**src/rtl/memory_pkg.sv**
```systemverilog
// Shared types and default sizes for the RAM request front-end.
// The controller has two states: IDLE serves requests, CLEAR sweeps zeros through the RAM.
package memory_pkg;

  typedef enum logic [0:0] {
    IDLE  = 1'b0,
    CLEAR = 1'b1
  } mem_ctrl_state_t;

  localparam int DEF_DATA_WIDTH = 8;
  localparam int DEF_ADDR_WIDTH = 16;
  localparam int DEF_RSP_DEPTH  = 4;

endpackage

```
**src/rtl/memory_rsp_fifo.sv**
```systemverilog
// In-order response FIFO: head is registered, a push becomes visible the cycle after it is written.
// No internal backpressure: the caller's credit scheme ensures it never overflows or underflows.
module memory_rsp_fifo #(
  parameter int DATA_WIDTH = 8,
  parameter int RSP_DEPTH  = 4
) (
  input  logic                             clk,
  input  logic                             reset_n,
  input  logic                             push_vld,
  input  logic [DATA_WIDTH-1:0]            push_dat,
  input  logic                             pop_rdy,
  output logic                             head_vld,
  output logic [DATA_WIDTH-1:0]            head_dat,
  output logic [$clog2(RSP_DEPTH+1)-1:0]   count
);

  localparam int CNT_W = $clog2(RSP_DEPTH + 1);
  localparam int PTR_W = (RSP_DEPTH > 1) ? $clog2(RSP_DEPTH) : 1;

  logic [DATA_WIDTH-1:0] mem_q [RSP_DEPTH];
  logic [PTR_W-1:0]      wr_ptr_q, wr_ptr_d;
  logic [PTR_W-1:0]      rd_ptr_q, rd_ptr_d;
  logic [CNT_W-1:0]      count_q, count_d;

  // Explicit wrap so non-power-of-two depths work.
  function automatic logic [PTR_W-1:0] next_ptr(input logic [PTR_W-1:0] ptr);
    return (ptr == PTR_W'(RSP_DEPTH - 1)) ? '0 : ptr + PTR_W'(1);
  endfunction

  always_comb begin
    wr_ptr_d = wr_ptr_q;
    rd_ptr_d = rd_ptr_q;
    count_d  = count_q;
    if (push_vld) wr_ptr_d = next_ptr(wr_ptr_q);
    if (pop_rdy)  rd_ptr_d = next_ptr(rd_ptr_q);
    case ({push_vld, pop_rdy})
      2'b10:   count_d = count_q + CNT_W'(1);
      2'b01:   count_d = count_q - CNT_W'(1);
      default: count_d = count_q;
    endcase
  end

  always_ff @(posedge clk or negedge reset_n) begin
    if (!reset_n) begin
      wr_ptr_q <= '0;
      rd_ptr_q <= '0;
      count_q  <= '0;
    end else begin
      wr_ptr_q <= wr_ptr_d;
      rd_ptr_q <= rd_ptr_d;
      count_q  <= count_d;
    end
  end

  always_ff @(posedge clk) begin
    if (push_vld) mem_q[wr_ptr_q] <= push_dat;
  end

  assign head_vld = (count_q != '0);
  assign head_dat = mem_q[rd_ptr_q];
  assign count    = count_q;

endmodule

```
**src/rtl/memory_req_ctrl.sv**
```systemverilog
// Request front-end for a 1-cycle-latency single-port RAM; reads return >=2 cycles after accept.
// req_ready drops when queued plus in-flight reads reach RSP_DEPTH, or while clearing.
module memory_req_ctrl
  import memory_pkg::*;
#(
  parameter int DATA_WIDTH = DEF_DATA_WIDTH,
  parameter int ADDR_WIDTH = DEF_ADDR_WIDTH,
  parameter int RSP_DEPTH  = DEF_RSP_DEPTH
) (
  input  logic                  clk,
  input  logic                  reset_n,
  input  logic                  req_valid,
  output logic                  req_ready,
  input  logic                  req_write,
  input  logic [ADDR_WIDTH-1:0] req_addr,
  input  logic [DATA_WIDTH-1:0] req_wdata,
  input  logic                  clear_start,
  output logic                  clear_busy,
  output logic                  clear_done,
  output logic                  rsp_valid,
  input  logic                  rsp_ready,
  output logic [DATA_WIDTH-1:0] rsp_rdata,
  output logic [ADDR_WIDTH-1:0] mem_address,
  output logic [DATA_WIDTH-1:0] mem_data_input,
  output logic                  mem_write_enable,
  input  logic [DATA_WIDTH-1:0] mem_data_output
);

  localparam int CNT_W = $clog2(RSP_DEPTH + 1);

  mem_ctrl_state_t       state_q, state_d;
  logic [ADDR_WIDTH-1:0] clr_cnt_q, clr_cnt_d;
  logic                  rd_pend_q, rd_pend_d;
  logic                  clear_done_q, clear_done_d;
  logic [CNT_W-1:0]      fifo_count;
  logic [CNT_W-1:0]      credits;
  logic                  accept;
  logic                  pop;

  // Every read in flight owns a FIFO slot, so pushes can never find it full.
  assign credits   = fifo_count + CNT_W'(rd_pend_q);
  assign req_ready = reset_n && (state_q == IDLE) && !clear_start
                     && (credits < CNT_W'(RSP_DEPTH));
  assign accept    = req_valid && req_ready;
  assign pop       = rsp_valid && rsp_ready;

  always_comb begin
    if (state_q == CLEAR) begin
      mem_address      = clr_cnt_q;
      mem_data_input   = '0;
      mem_write_enable = 1'b1;
    end else begin
      mem_address      = req_addr;
      mem_data_input   = req_wdata;
      mem_write_enable = accept && req_write;
    end
  end

  always_comb begin
    state_d      = state_q;
    clr_cnt_d    = clr_cnt_q;
    clear_done_d = 1'b0;
    rd_pend_d    = accept && !req_write;
    if (state_q == IDLE) begin
      if (clear_start) state_d = CLEAR;
    end else begin
      clr_cnt_d = clr_cnt_q + ADDR_WIDTH'(1);
      if (clr_cnt_q == '1) begin
        state_d      = IDLE;
        clear_done_d = 1'b1;
      end
    end
  end

  always_ff @(posedge clk or negedge reset_n) begin
    if (!reset_n) begin
      state_q      <= IDLE;
      clr_cnt_q    <= '0;
      rd_pend_q    <= 1'b0;
      clear_done_q <= 1'b0;
    end else begin
      state_q      <= state_d;
      clr_cnt_q    <= clr_cnt_d;
      rd_pend_q    <= rd_pend_d;
      clear_done_q <= clear_done_d;
    end
  end

  assign clear_busy = (state_q == CLEAR);
  assign clear_done = clear_done_q;

  memory_rsp_fifo #(
    .DATA_WIDTH (DATA_WIDTH),
    .RSP_DEPTH  (RSP_DEPTH)
  ) u_rsp_fifo (
    .clk      (clk),
    .reset_n  (reset_n),
    .push_vld (rd_pend_q),
    .push_dat (mem_data_output),
    .pop_rdy  (pop),
    .head_vld (rsp_valid),
    .head_dat (rsp_rdata),
    .count    (fifo_count)
  );

endmodule

```
**config.mk**
```make
export PLATFORM = sky130hd
export DESIGN_NAME = memory_req_ctrl
export DESIGN_NICKNAME = d
export VERILOG_FILES = /design/src/rtl/memory_pkg.sv /design/src/rtl/memory_rsp_fifo.sv /design/src/rtl/memory_req_ctrl.sv
export SDC_FILE = /design/constraint.sdc
export NUM_CORES = 1
export LEC_CHECK = 0
export CAP_MARGIN = 15
export CORE_UTILIZATION = 45
export CTS_CLUSTER_SIZE = 8
export DETAILED_ROUTE_END_ITERATION = 12
export PLACE_DENSITY_LB_ADDON = 0.25
export SLEW_MARGIN = 20
export SYNTH_ARGS = -nofsm -noshare
export SYNTH_HDL_FRONTEND = slang
export SYNTH_SLANG_ARGS = --single-unit
```
**constraint.sdc**
```tcl
create_clock -name clk -period 2.3 [get_ports clk]
set_input_delay 0.46 -clock clk [delete_from_list [all_inputs] [get_ports clk]]
set_output_delay 0.46 -clock clk [all_outputs]
set_load 0.01 [all_outputs]
```
# Yosys cells after proc, flatten, opt, wreduce, memory -nomap -nowiden
# Memory sizes are Yosys's and may differ from the RTL's.
# Index checks and enable logic that the tools add are counted.
[word_totals] register_bits=26 ram_bits=32 in_bits=38 output_inout_bits=37 word_cells=45 n_memories=1
[classes] add_sub_neg=6 magnitude_cmp=1 n_eq_ne=5 muxes=13 n_bitwise=1 reduce_logical=11
[memory_table] name="u_rsp_fifo.mem_q" words=4 word_bits=8 rd=1 rd_ports_with_merged_regs=0 write_ports=1 line_no="memory_rsp_fifo.sv:20" source="logic [DATA_WIDTH-1:0] mem_q [RSP_DEPTH];"
[ops] cell="$add 16x1->16 const B" count=1
[ops] cell="$eq 16x16->1 const B" count=1
[ops] cell="$mux 16" count=1
[ops] cell="$mux 1" count=8
[ops] cell="$mux 8" count=1
[ops] cell="$logic_and 1x1->1" count=7
[ops] cell="$eq 2x2->1 const B" count=3
[ops] cell="$pmux 3 s2" count=1
[ops] cell="$add 2x1->2 const B" count=2
[ops] cell="$mux 2" count=2
[ops] cell="$add 3x1->3" count=1
[ops] cell="$add 3x1->3 const B" count=1
[ops] cell="$lt 3x3->1 const B" count=1
[ops] cell="$reduce_bool 3->1" count=1
[ops] cell="$sub 3x1->3 const B" count=1
[ops] cell="$eq 2x1->1 const B" count=1
[ops] cell="$logic_not 1->1" count=2
[ops] cell="$reduce_bool 2->1" count=1
[ops] cell="$not 1->1" count=1

# Depth between registers and ports, before layout
[depth] depth_word=7 ltp_mapped=9 ltp_nobuf=9

# Hierarchy
# A second synthesis with hierarchy kept.
[unflattened] cells_unflattened=178 hier_area_um2=2647.5
[by_module_without_submodules] module="memory_rsp_fifo" n_inst=1 cells_each=76 area_per_inst_um2=1557.7 seq_area_each_um2=1136.1
[by_module_without_submodules] module="memory_req_ctrl" n_inst=1 cells_each=102 area_per_inst_um2=1089.8 seq_area_each_um2=475.5

# Worst setup path after synthesis
# OpenSTA, ideal clock, no wires.
[synth_path] kind="register to register" from="register u_rsp_fifo.count_q[2] (netlist: u_rsp_fifo.count[2])" to="register u_rsp_fifo.count_q[2] (netlist: u_rsp_fifo.count[2])" setup_ns=0.125 t_arrival_ns=1.729 t_required_ns=2.175 path_slack_ns=0.446 stages_incl_launch_ff=10 path_buffers=0 synth_period_minus_slack_ns=1.854 path_cell_list="dfrtp_1 or3_1 nand2_2 inv_1 ha_1 inv_1 fa_1 xor2_1 nor2_1 xor2_1"
[synth_between] elab_chain_len=4 word_cells_on_any_way=8 cone_classes="add/sub (2); eq/ne (2); mux (1); reduce/logical (3)"
[synth_lines] item="start, declared" line_no="memory_rsp_fifo.sv:23" source="logic [CNT_W-1:0] count_q, count_d;"
[synth_lines] item="start signal, assigned" line_no="memory_rsp_fifo.sv:51" source="count_q <= count_d;"
[synth_lines] item="$reduce_bool 3->1 (*)" line_no="memory_rsp_fifo.sv:59" source="assign head_vld = (count_q != '0);"
[synth_lines] item="net rsp_valid" line_no="memory_req_ctrl.sv:20" source="output logic rsp_valid,"
[synth_lines] item="$logic_and 1x1->1 (*)" line_no="memory_req_ctrl.sv:45" source="assign pop = rsp_valid && rsp_ready;"
[synth_lines] item="net pop" line_no="memory_req_ctrl.sv:38" source="logic pop;"
[synth_lines] item="$eq 2x1->1 or $eq 2x2->1 (tied branches)" line_no="memory_rsp_fifo.sv:36" source="case ({push_vld, pop_rdy})"
[synth_lines] item="$pmux 3 s2 or $reduce_bool 2->1 (tied branches)"
# Mark *: on every way through the listed nets, which the timed path passes. The rest lies on a longest branch.
# A chain may end at the register's enable or synchronous reset.

# Worst setup path after layout
[layout_path] from="register state_q (netlist: clear_busy)" to="output mem_address[15]"
[layout_between] elab_chain_len=1
[layout_lines] item="start, declared" line_no="memory_req_ctrl.sv:31" source="mem_ctrl_state_t state_q, state_d;"
[layout_lines] item="start signal, assigned" line_no="memory_req_ctrl.sv:82" source="state_q <= state_d;"
[layout_lines] item="$mux 16" line_no="memory_req_ctrl.sv:48" source="if (state_q == CLEAR) begin"
[layout_lines] item="end, declared" line_no="memory_req_ctrl.sv:23" source="output logic [ADDR_WIDTH-1:0] mem_address,"
# Every way passes these cells.

==> flow_results.org <==
** Run status
- Outcome :: complete, no violations

** Layout
- Relative to the synthesized area, the layout overhead comes to 39.3%.
- The post-route netlist has 19.5% of its cells at a drive strength greater than 1.
- Top library cells by usage in the layout, fill and taps aside :: 64 x sky130_fd_sc_hd__clkdlybuf4s50_1, 32 x sky130_fd_sc_hd__edfxtp_1, 25 x sky130_fd_sc_hd__dfrtp_1
- In the final design database the tool counted around 310 nets.
- The library cell used most frequently in the layout, excluding fill and tap cells, is sky130_fd_sc_hd__clkdlybuf4s50_1.
- 0 antenna diodes ended up in the layout.
- Post-layout instance count excluding filler cells :: about 340

** Logic synthesis
- For this run, the register share of the synthesized area comes to 60.2%.
- Synthesis produced a netlist with a net count of 223.
- After synthesis, the share of flip-flops with an asynchronous set or reset is 44.8%.
- Avg Cell Area, Syn :: 15.1 um^2
- Summing every instance area after synthesis gives 2680 um^2.
- In this run, synthesis inferred 32 flip-flops with an integrated enable.
- Post-synth top area share :: 35.9%
- Post-synthesis cell type count :: 33
- Most common flop cell mapped by yosys :: sky130_fd_sc_hd__edfxtp_1
- Biggest area consumer among synthesized cells :: sky130_fd_sc_hd__edfxtp_1
- Syn. warnings :: 0
- After technology mapping, the gate count stands at between 150 and 200.
- Largest cells by area after synthesis :: sky130_fd_sc_hd__edfxtp_1 36%, sky130_fd_sc_hd__dfrtp_1 24%, sky130_fd_sc_hd__mux2_2 7.6%
- Counting flops and latches in the post-synthesis netlist gives 58.

** Clock network
- After clock tree synthesis, the clock-pin slew on the worst setup and hold paths is 0.06 ns.
- Total clock buffers created by CTS :: 9
- Bufs on Longest Clock Path :: 2
- CTS built an H-tree with a depth of 3.
- Hold repair after CTS inserted 0 buffers.
- Root Driver :: sky130_fd_sc_hd__clkbuf_8
- TritonCTS built the clock tree.
- In this run the post-CTS setup repair buffer count came out at 0.
- Worst-Skew Late Latency :: ~0.33 ns
- Number of clock sinks seen by CTS :: 58
- Post-cts sizing count :: 8

** Global routing
- Vias in the first global route :: 1755
- Maximum number of pins on one net before global-route repair :: 27
- Total routing resource utilization after global routing :: 17.6%
- For this run the aggregate overflow at the end of global routing stands at 0.
- The first global-routing pass estimated 8.00 mm of wire.
- Initial antenna violation count :: 0

** Die
- Area of the core :: 5610 um^2
- From left edge to right edge, the die measures between 70 and 80 um.
- Number of placement rows :: 27
- I/O pin count :: 75
- Effective utilization at floorplan :: 47.7%
- From bottom edge to top edge, the die measures 79.1 um.
- The die covers 6260 um^2.

** Routing
- Length of the first detailed-routing pass in iterations :: 4
- Total wire length after detailed routing :: 4.80 mm
- In the routed layout, each cell is associated on average with a via count of between 5 and 6.
- Number of antenna-violating nets in the routed design :: 0
- Detailed router's first-iteration violation count :: between 40 and 50
- In the final routed layout, each cell accounts on average for 14.2 um.
- In the routed design, unresolved DRC markers number 0.
- Total vias in the final route :: 1692

** Critical path
- The worst setup path is launched from a flop.
- Maximum fanout encountered on the critical timing path :: 17
- Critical path capture point type :: output port
- The worst setup path is of the flop to output port kind.
- Data arrival time of the worst path :: approximately 1.8 ns
- At the worst endpoint, the required time is 1.84 ns.

** Pwr
- Leakage :: 1.47 nW
- For this design the ratio of total power to cell area is 881 nW/um^2.
- Power consumption :: 3.29 mW
- IR analysis of the VDD net gives a maximum drop of 0.492 mV.

** Job
- Max-cap violations in this run came to 0.

** Timing
- In this run the tightest slew margin relative to its limit is 71.4%.
- Post-layout min period :: 2.21 ns
- For this run, the top clock speed supported by timing is 454 MHz.
- Worst setup margin :: 0.0950 ns
- Slew Viols, Final :: 0
- On the final layout, the worst hold slack is 0.482 ns.
- At the pin with the least slew margin, the transition time is 0.430 ns.
- Finish-stage setup viols :: 0
- Final critical-path share of the clock period :: 95.9%
- Setup repair after global routing could not meet its margin everywhere.
- The final-report hold violation count is 0.
- Clock Skews :: roughly 0.0032 ns

** Placement
- HPWL Detailed :: 3.50 mm
- In this run, placement finished with an instance count of 322.
- Timing analysis after detailed placement gives a worst setup slack of 0.0319 ns.
- Number of input and output port buffers inserted :: 74
- Routability Congestion :: 0.712

** Hold path
- The worst hold path belongs to the class flop to flop.
[critical path, stage by stage, from the launching register on]
cell	delay (ns)
sky130_fd_sc_hd__dfrtp_1	0.37
sky130_fd_sc_hd__buf_4	0.22
sky130_fd_sc_hd__mux2_2	0.35
sky130_fd_sc_hd__clkdlybuf4s50_1	0.48
[layout make-up]
cell class	instances	area (um^2)
Clock buffer	9	124
Clock inverter	7	83.8
Fill cell	429	1880
Inverter	8	30.0
Multi-Input combinational cell	105	1010
Sequential cell	58	1610
Tap cell	72	90.1
Timing Repair Buffer	79	781
[path summary, 6_finish.rpt]
path / from / slack (ns) / depth (start not counted) / to
worst max-delay path: clear_busy / 0.09 / 3 / mem_address[15]
worst min-delay path: clr_cnt_q[15] / 0.48 / 1 / clr_cnt_q[15]
worst min register to register: clr_cnt_q[15] / 0.48 / 1 / clr_cnt_q[15]
max in group asynchronous: reset_n / 1.48 / 2 / rd_pend_q
min in group asynchronous: reset_n / 0.54 / 2 / u_rsp_fifo.count[0]
worst max register to register: u_rsp_fifo.count[2] / 0.36 / 9 / u_rsp_fifo.count[2]
[through the flow]
step	cell area [um^2]	TNS (ns)	utilization, %
final	3730	0	66.5
after global routing	3730	-0.00653	66.5
after CTS	3720	0	66.3
after detailed placement	3520	0	62.7
after global placement	3520	0	62.7
after floorplan	2680	0	-
[layer usage]
layer / global-route usage [%] / routed length (um) / vias to the layer above
li1: - / - / 801
met3: 6.32 / 307 / 9
met1: 21.5 / 2080 / 822
met2: 27.2 / 2300 / 60
met5: 0 / 0 / -
met4: 9.27 / 111 / 0
[report_power, final]
group,internal [mW],switching (mW)
registers,1.21,0.175
logic,0.582,0.354
clock network,0.596,0.371
[synthesized netlist by cell type (5+ instances only)]
cell,number
sky130_fd_sc_hd__edfxtp_1,32
sky130_fd_sc_hd__nor2b_1,8
sky130_fd_sc_hd__nand2_1,7
sky130_fd_sc_hd__xor2_1,7
sky130_fd_sc_hd__xnor2_1,11
sky130_fd_sc_hd__dfrtp_1,26
sky130_fd_sc_hd__inv_1,8
sky130_fd_sc_hd__mux2_2,18
sky130_fd_sc_hd__nor2_1,6
sky130_fd_sc_hd__buf_2,5
sky130_fd_sc_hd__mux4_2,8
sky130_fd_sc_hd__ha_1,7
[kinds of logic after synthesis]
kind of cell             after synthesis  synth area share [%]
multiplexers                          27                  14.7
AO/OA/AOI/OAI                          4                 0.935
XOR/XNOR                              19                  6.50
AND/OR/NAND/NOR                       47                  11.5
flip-flops                            58                  60.2
buffers and inverters                 14                  2.20
adder cells (fa/ha/maj)                8                  4.02
[flip-flops by register name, summed over array words and instances (netlist names)]
register,count
clr_cnt_q,16
rd_pend_q,1
clear_busy,1
u_rsp_fifo.rd_ptr_q,2
clear_done,1
u_rsp_fifo.wr_ptr_q,2
u_rsp_fifo.mem_q,32
u_rsp_fifo.count,3
Power figures use the tool's default switching activity.
